==> src/rtl/dmem_dump_arbiter.sv <==
// dmem_dump_arbiter
// Shares a single-ported data memory between the CPU data port and an
// internal dump engine. The dump engine reads a block of words, starting at
// a base address, and streams them out on a valid/ready port. The CPU
// normally has priority. A starvation counter periodically forces one dump
// fetch through, and that cycle stalls the CPU.
//
// Ports
//   clk, rst_n                    clock, async active-low reset
//   cpu_read/cpu_write/cpu_addr   CPU request
//   cpu_wdata                     CPU write data
//   cpu_rdata                     CPU read data (combinational, 0 when not served)
//   cpu_stall                     CPU access not performed; CPU holds its request
//   dump_start/base/len           dump command (base, len sampled on start)
//   dump_data/valid/ready         dumped word stream (registered data)
//   dump_busy, dump_done          dump in progress / one-cycle completion pulse
//   mem_read/write/addr/wdata     memory request
//   mem_rdata                     memory read data (combinational from mem_addr)
//
// state | meaning
// IDLE  | waiting for dump_start
// FETCH | dump engine wants the memory; waits for a grant (CPU idle or starved)
// HOLD  | word presented on dump port; waits for the consumer to accept it
module dmem_dump_arbiter #(
  parameter int ADDR_W     = 32,
  parameter int DATA_W     = 32,
  parameter int LEN_W      = 8,
  parameter int STARVE_MAX = 15
) (
  input  logic              clk,
  input  logic              rst_n,
  input  logic              cpu_read,
  input  logic              cpu_write,
  input  logic [ADDR_W-1:0] cpu_addr,
  input  logic [DATA_W-1:0] cpu_wdata,
  output logic [DATA_W-1:0] cpu_rdata,
  output logic              cpu_stall,
  input  logic              dump_start,
  input  logic [ADDR_W-1:0] dump_base,
  input  logic [LEN_W-1:0]  dump_len,
  output logic [DATA_W-1:0] dump_data,
  output logic              dump_valid,
  input  logic              dump_ready,
  output logic              dump_busy,
  output logic              dump_done,
  output logic              mem_read,
  output logic              mem_write,
  output logic [ADDR_W-1:0] mem_addr,
  output logic [DATA_W-1:0] mem_wdata,
  input  logic [DATA_W-1:0] mem_rdata
);

  localparam int STV_W = (STARVE_MAX < 1) ? 1 : $clog2(STARVE_MAX + 1);

  typedef enum logic [1:0] {
    IDLE  = 2'd0,
    FETCH = 2'd1,
    HOLD  = 2'd2
  } state_t;

  state_t            state;
  logic [ADDR_W-1:0] base;
  logic [LEN_W-1:0]  len;
  logic [LEN_W-1:0]  idx;
  logic [STV_W-1:0]  starve;

  logic              cpu_req;
  logic              starved;
  logic              dump_grant;
  logic              last_word;
  logic [ADDR_W-1:0] dump_addr;

  assign cpu_req    = cpu_read | cpu_write;
  assign starved    = (starve == STV_W'(STARVE_MAX));
  assign dump_grant = (state == FETCH) & (~cpu_req | starved);
  assign last_word  = (idx == (len - 1'b1));
  // idx is zero-extended; the sum wraps naturally at ADDR_W bits.
  assign dump_addr  = base + ADDR_W'(idx);

  always_comb begin
    mem_read  = cpu_read;
    mem_write = cpu_write;
    mem_addr  = cpu_addr;
    mem_wdata = cpu_wdata;
    if (dump_grant) begin
      mem_read  = 1'b1;
      mem_write = 1'b0;
      mem_addr  = dump_addr;
    end
  end

  assign cpu_stall = dump_grant & cpu_req;
  assign cpu_rdata = (cpu_read & ~cpu_stall) ? mem_rdata : '0;

  always_ff @(posedge clk or negedge rst_n) begin
    if (!rst_n) begin
      state      <= IDLE;
      base       <= '0;
      len        <= '0;
      idx        <= '0;
      starve     <= '0;
      dump_data  <= '0;
      dump_valid <= 1'b0;
      dump_busy  <= 1'b0;
      dump_done  <= 1'b0;
    end else begin
      dump_done <= 1'b0;
      unique case (state)
        IDLE: begin
          if (dump_start) begin
            if (dump_len != '0) begin
              base      <= dump_base;
              len       <= dump_len;
              idx       <= '0;
              starve    <= '0;
              dump_busy <= 1'b1;
              state     <= FETCH;
            end else begin
              // Empty dump completes immediately without touching memory.
              dump_done <= 1'b1;
            end
          end
        end
        FETCH: begin
          if (dump_grant) begin
            dump_data  <= mem_rdata;
            dump_valid <= 1'b1;
            starve     <= '0;
            state      <= HOLD;
          end else if (!starved) begin
            starve <= starve + 1'b1;
          end
        end
        HOLD: begin
          if (dump_valid & dump_ready) begin
            dump_valid <= 1'b0;
            if (last_word) begin
              dump_busy <= 1'b0;
              dump_done <= 1'b1;
              state     <= IDLE;
            end else begin
              idx   <= idx + 1'b1;
              state <= FETCH;
            end
          end
        end
        default: state <= IDLE;
      endcase
    end
  end

endmodule

==> config.mk <==
export PLATFORM = sky130hd
export DESIGN_NAME = dmem_dump_arbiter
export DESIGN_NICKNAME = d
export VERILOG_FILES = /design/src/rtl/dmem_dump_arbiter.sv
export SDC_FILE = /design/constraint.sdc
export NUM_CORES = 1
export LEC_CHECK = 0
export CORE_ASPECT_RATIO = 1.25
export CORE_MARGIN = 1.5
export CORE_UTILIZATION = 32
export DETAILED_ROUTE_END_ITERATION = 16
export HOLD_SLACK_MARGIN = 0.15
export PLACE_DENSITY = 0.66
export SYNTH_ARGS = -nofsm -noshare
export SYNTH_HDL_FRONTEND = slang
export SYNTH_SLANG_ARGS = --single-unit
==> constraint.sdc <==
create_clock -name clk -period 6.15 [get_ports clk]
set_clock_uncertainty 0.15 [all_clocks]
set_input_delay 1.5375 -clock clk [delete_from_list [all_inputs] [get_ports clk]]
set_output_delay 1.5375 -clock clk [all_outputs]
set_load 0.05 [all_outputs]
; ---- Word-level counts from Yosys, hierarchy flattened
; Cells that the tools add are included.
; W data, S select, Z words.
[classes]
eq_ne = 11
n_reduce_logical = 12
mux = 33
n_addsub = 4
bitwise_logic = 8
[op_table]
columns = cell, count
row1 = $mux W32, 2
row2 = $add A32 B8 Y32, 1
row3 = $mux W8, 4
row4 = $mux W4, 4
row5 = $pmux W8 S2, 1
row6 = $mux W1, 13
row7 = $ne A2 B2 Y1 const B, 6
row8 = $reduce_and A5 Y1, 2
row9 = $add A8 B1 Y8 const B, 1
row10 = $eq A8 B8 Y1, 1
row11 = $mux W2, 4
row12 = $pmux W4 S2, 1
row13 = $reduce_and A4 Y1, 2
row14 = $reduce_bool A8 Y1, 1
row15 = $sub A8 B1 Y8 const B, 1
row16 = $pmux W1 S2, 3
row17 = $pmux W2 S3, 1
row18 = $reduce_and A3 Y1, 2
row19 = $reduce_bool A2 Y1, 3
row20 = $add A4 B1 Y4 const B, 1
row21 = $and A1 B1 Y1, 4
row22 = $eq A4 B4 Y1 const B, 1
row23 = $ne A3 B3 Y1 const B, 1
row24 = $eq A2 B1 Y1 const B, 1
row25 = other kinds (5), 7
[word_totals]
in_bits = 142
wordCells = 77
register_bits = 89

; ---- Depth between registers and ports, before layout
[logic_depth]
ltp_word = 8
mapped_depth = 10
ltp_nobuf = 9

; ---- Least setup slack after synthesis
; No wires, ideal clock.
[synth_path]
path_kind = input-to-output
from = input port cpu_write
to = output port mem_addr[7]
t_required_ps = 4462
path_slack_ps = 946
cell_stages = 6
arrival_ps = 3517
n_path_buf = 2
cell_sequence = nor2_1 a31oi_1 nand2b_1 buf_2 clkbuf_1 o31ai_1
[synth_via]
elab_chain_len = 5
[synth_rtl]
columns = item, line
row1 = start: declaration, 33  ; input logic cpu_write,
row2 = $or A1 B1 Y1, 73  ; assign cpu_req = cpu_read | cpu_write;
row3 = $not A1 Y1, 75  ; assign dump_grant = (state == FETCH) & (~cpu_req | starved);
row4 = $or A1 B1 Y1, 75
row5 = $and A1 B1 Y1, 75
row6 = $mux W32, 85  ; if (dump_grant) begin
row7 = end: declaration, 48  ; output logic [ADDR_W-1:0] mem_addr,
; Every way passes these cells.

; ---- Final worst setup path
[layout_path]
from = input port cpu_read
to = output port mem_addr[7]
[layout_via]
elab_chain_len = 5
[layout_rtl]
columns = item, line
row1 = start: declaration, 32  ; input logic cpu_read,
row2 = $or A1 B1 Y1, 73
row3 = $not A1 Y1, 75
row4 = $or A1 B1 Y1, 75
row5 = $and A1 B1 Y1, 75
row6 = $mux W32, 85
; Every way passes these cells.

==> impl_results.html <==
<table>
<tr><th>Metric</th><th>Value</th></tr>
<tr><th colspan="2">Run status</th></tr>
<tr><td>Result of the run</td><td>finished, final reports clean</td></tr>
<tr><th colspan="2">Synthesis</th></tr>
<tr><td>Post-Syn Nets</td><td>781</td></tr>
<tr><td>Async SR Flop Fraction</td><td>100%</td></tr>
<tr><td>Post-synthesis cell area</td><td>5470 um2</td></tr>
<tr><td>Share of the synthesized area in compound gates (AO/OA/AOI/OAI)</td><td>11.5%</td></tr>
<tr><td>Simple-gate share of the synthesized area</td><td>24.1%</td></tr>
<tr><td>Number of enable flip-flop cells after synthesis</td><td>0</td></tr>
<tr><td>Number of instances in the synthesized netlist</td><td>627</td></tr>
<tr><td>Post-synthesis area per instance</td><td>8.72 um2</td></tr>
<tr><td>Post-synthesis xor/xnor area fraction</td><td>5.44%</td></tr>
<tr><td>Number of distinct library cell variants in the gate-level netlist after synthesis</td><td>59</td></tr>
<tr><td>Combinational family with the most area after synthesis</td><td>simple AND/OR/NAND/NOR gates</td></tr>
<tr><td>Register area share after synthesis</td><td>40.7%</td></tr>
<tr><td>Fraction of synthesized area in multiplexers</td><td>7.60%</td></tr>
<tr><td>Adder-cell share of the synthesized area</td><td>2.88%</td></tr>
<tr><td>Ys Warns</td><td>0</td></tr>
<tr><td>Register bit total from synthesis</td><td>89</td></tr>
<tr><td>Flip-flop cell with the highest count after synthesis</td><td>dfrtp_1</td></tr>
<tr><th colspan="2">STA</th></tr>
<tr><td>Achievable frequency</td><td>186 MHz</td></tr>
<tr><td>Setup repair after global routing missed its margin</td><td>no</td></tr>
<tr><td>Final setup violating endpoints</td><td>0</td></tr>
<tr><td>Max_slew headroom</td><td>27.2%</td></tr>
<tr><td>Share of the cycle needed by the critical path after routing</td><td>87.3%</td></tr>
<tr><td>Final hold vios</td><td>0</td></tr>
<tr><td>Minimum period implied by the final worst setup slack</td><td>5.37 ns</td></tr>
<tr><td>Pins Over Slew Limit</td><td>0</td></tr>
<tr><td>Worst-Margin Slew</td><td>1.09 ns</td></tr>
<tr><td>Final total negative setup slack</td><td>0 ns</td></tr>
<tr><th colspan="2">Floorplanning</th></tr>
<tr><td>Die Width</td><td>120 um</td></tr>
<tr><td>Die span in y</td><td>149 um</td></tr>
<tr><td>Floorplan row count</td><td>53</td></tr>
<tr><td>Count of pins on the block boundary</td><td>276</td></tr>
<tr><td>Initial Util</td><td>32.6%</td></tr>
<tr><td>Die Footprint</td><td>17900 um2</td></tr>
<tr><td>Placeable core region</td><td>16800 um2</td></tr>
<tr><th colspan="2">Power</th></tr>
<tr><td>Peak supply drop</td><td>0.311 mV</td></tr>
<tr><td>Power density relative to cell area</td><td>418 nW/um2</td></tr>
<tr><td>Total power consumption of the routed design</td><td>3.55 mW</td></tr>
<tr><td>Pleak</td><td>3.76 nW</td></tr>
<tr><th colspan="2">CTS</th></tr>
<tr><td>Post-CTS repair timing setup buffer count</td><td>0</td></tr>
<tr><td>Count of clock tree sinks</td><td>89</td></tr>
<tr><td>Hold buffer count at cts</td><td>0</td></tr>
<tr><td>Clock slew at reported path FFs</td><td>0.06 ns</td></tr>
<tr><td>Number of buffers created by CTS</td><td>9</td></tr>
<tr><td>H-tree depth</td><td>3</td></tr>
<tr><td>TritonCTS clock tree</td><td>yes</td></tr>
<tr><td>Resized cells post-CTS</td><td>0</td></tr>
<tr><td>Root cell of the clock tree</td><td>clkbuf_16</td></tr>
<tr><td>Insertion delay of the later-clocked pin in the worst-skew pair</td><td>0.35 ns</td></tr>
<tr><td>Worst-case clock buffer depth</td><td>2</td></tr>
<tr><th colspan="2">Critical path</th></tr>
<tr><td>Maximum net fanout on the critical path</td><td>40</td></tr>
<tr><td>Arrival time at the worst endpoint</td><td>3.68 ns</td></tr>
<tr><td>Data required time at the worst endpoint</td><td>4.46 ns</td></tr>
<tr><td>Minimum setup slack among reg-to-reg paths</td><td>3.54 ns</td></tr>
<tr><td>Startpoint of the lowest-slack register-to-register path</td><td>len[0]</td></tr>
<tr><td>Category of the worst setup path launch point</td><td>input port</td></tr>
<tr><td>Number of cell instances on the worst register-to-register path</td><td>7</td></tr>
<tr><td>Critical path endpoint category</td><td>primary output</td></tr>
<tr><td>Endpoint of the most critical register-to-register path</td><td>idx[5]</td></tr>
<tr><td>Category of the most critical setup path</td><td>input port to primary output</td></tr>
<tr><th colspan="2">Min path</th></tr>
<tr><td>Worst Hold Path Cells</td><td>2</td></tr>
<tr><td>Endpoint of the worst hold path</td><td>dump_data[9]</td></tr>
<tr><td>Launch instance of the worst min-delay path</td><td>dump_data[9]</td></tr>
<tr><td>Tightest Hold Check Type</td><td>flip-flop to flip-flop</td></tr>
<tr><th colspan="2">Finish</th></tr>
<tr><td>Number of antenna repair diodes</td><td>0</td></tr>
<tr><td>Commonest cells after routing, fill and taps aside</td><td>nand2_1, clkdlybuf4s50_1, dfrtp_1, buf_12, o21ai_0</td></tr>
<tr><td>Area added between synthesis and finish</td><td>55.5%</td></tr>
<tr><td>Fraction of layout cells with a size suffix above 1</td><td>18.2%</td></tr>
<tr><td>Final Net Count</td><td>951</td></tr>
<tr><td>Area of all placed cells without fillers</td><td>8500 um2</td></tr>
<tr><td>Most common library cell in the layout ignoring fill and taps</td><td>nand2_1</td></tr>
<tr><th colspan="2">Detailed routing</th></tr>
<tr><td>Routed WL</td><td>16500 um</td></tr>
<tr><td>Via count</td><td>5024</td></tr>
<tr><td>DRC viols</td><td>0</td></tr>
<tr><td>WL met3</td><td>1330 um</td></tr>
<tr><td>Starting DRT DRC Count</td><td>151</td></tr>
<tr><td>Top layer reached by signal wires</td><td>met4</td></tr>
<tr><td>Met1 Wirelength</td><td>6590 um</td></tr>
<tr><td>Vias/cell</td><td>4.92</td></tr>
<tr><td>Met2 wire length</td><td>8040 um</td></tr>
<tr><td>Number of detailed-routing iterations run before antenna repair</td><td>4</td></tr>
<tr><td>Number of nets with antenna violations after detailed routing</td><td>0</td></tr>
<tr><td>Wire length per cell after detailed routing</td><td>16.1 um</td></tr>
<tr><th colspan="2">Place</th></tr>
<tr><td>DP Wirelength</td><td>12800 um</td></tr>
<tr><td>Port Buffers</td><td>211</td></tr>
<tr><td>Routability congestion estimate</td><td>0.781</td></tr>
<tr><td>Area post-placement</td><td>8210 um2</td></tr>
<tr><th colspan="2">GRT</th></tr>
<tr><td>Number of antenna violations at the first check in global routing</td><td>0</td></tr>
<tr><td>Overall global routing resource usage</td><td>18.9%</td></tr>
<tr><td>Number of global-route vias before repair</td><td>5113</td></tr>
<tr><td>Global-route wire length before repair</td><td>26600 um</td></tr>
<tr><td>Largest net degree at the start of global routing</td><td>53</td></tr>
<tr><td>Total grt overflow</td><td>0</td></tr>
<tr><th colspan="2">Job</th></tr>
<tr><td>Max Cap Violations</td><td>0</td></tr>
</table>
logic make-up (layout without fill, tap and decap cells):
kind of cell | after synthesis | count (layout)
XOR/XNOR | 34 | 34
adder cells (fa/ha/maj) | 12 | 12
AO/OA/AOI/OAI | 103 | 103
flip-flops | 89 | 89
buffers and inverters | 74 | 249
AND/OR/NAND/NOR | 278 | 278
multiplexers | 37 | 37
Yosys cell counts, drive strengths merged (3+ instances only):
master,count,share of area (%)
nor3,9,0.82
xnor2,20,3.2
a211oi,5,0.69
nand2b,4,0.46
clkbuf,22,1.5
xor2,14,2.2
and2,8,0.94
or3,8,0.92
a31oi,5,0.57
a2111oi,3,0.53
inv,10,0.69
o31ai,4,0.55
ha,11,2.5
nand4,9,1.0
nor2,12,0.87
a21o,5,0.69
and4,4,0.71
and3,37,4.3
nor4,3,0.34
dfrtp,89,41
nor2b,4,0.46
a21oi,19,1.8
mux2,36,7.4
buf,42,5.5
nand2,161,11
nand3,13,1.2
o21ai,47,4.3
worst max-delay path: stages:
cell	delay [ns]
clkdlybuf4s50_1	0.46
nor2_1	0.19
a31oi_1	0.06
buf_4	0.16
nand2b_4	0.32
buf_4	0.31
o31ai_1	0.41
buf_12	0.19
final cells by class:
type	instances	area, um2
fillers	1558	8280
multi-input cells	464	2840
repair buffers	223	2830
flip-flops and latches	89	2230
well taps	220	275
clock buffers	9	225
clock inverters	7	62.6
inverters	10	37.5
per-stage QoR:
stage | std cells | util [%] | worst slack [ns] | hold slack, ns
final | 1022 | 50.7 | 0.784 | 0.322
after global routing | 1022 | 50.7 | 0.587 | 0.348
after CTS | 1022 | 50.7 | 0.740 | 0.328
after detailed placement | 1006 | 49.0 | 0.752 | 0.312
after global placement | 1006 | 49.0 | 0.767 | 0.305
after floorplan | 627 | - | 0.946 | 0.323
flip-flops by register name (all words and copies together) (netlist names):
signal,flops
base,32
dump_valid,1
dump_data,32
starve,4
state,2
dump_done,1
dump_busy,1
len,8
idx,8
metal layers:
layer,up-vias,track usage (%)
met2,162,31.7
met5,-,0
met1,2343,22.0
li1,2480,-
met3,39,6.38
met4,0,7.98
power breakdown:
| part | leakage (nW) | internal (mW) | switching [mW] |
|---|---|---|---|
| Combinational | 2.53 | 0.819 | 1.13 |
| Clock | 0.133 | 0.283 | 0.258 |
| Sequential | 1.09 | 0.836 | 0.224 |
worst max-delay path by stage:
stage / from / end
after detailed placement: cpu_read / mem_addr[7]
after CTS: cpu_read / cpu_rdata[8]
after floorplan: cpu_write / mem_addr[7]
final: cpu_read / mem_addr[7]
after global placement: cpu_read / mem_addr[9]
after global routing: cpu_read / mem_addr[7]
No activity file was read; power rests on OpenSTA's default activity.
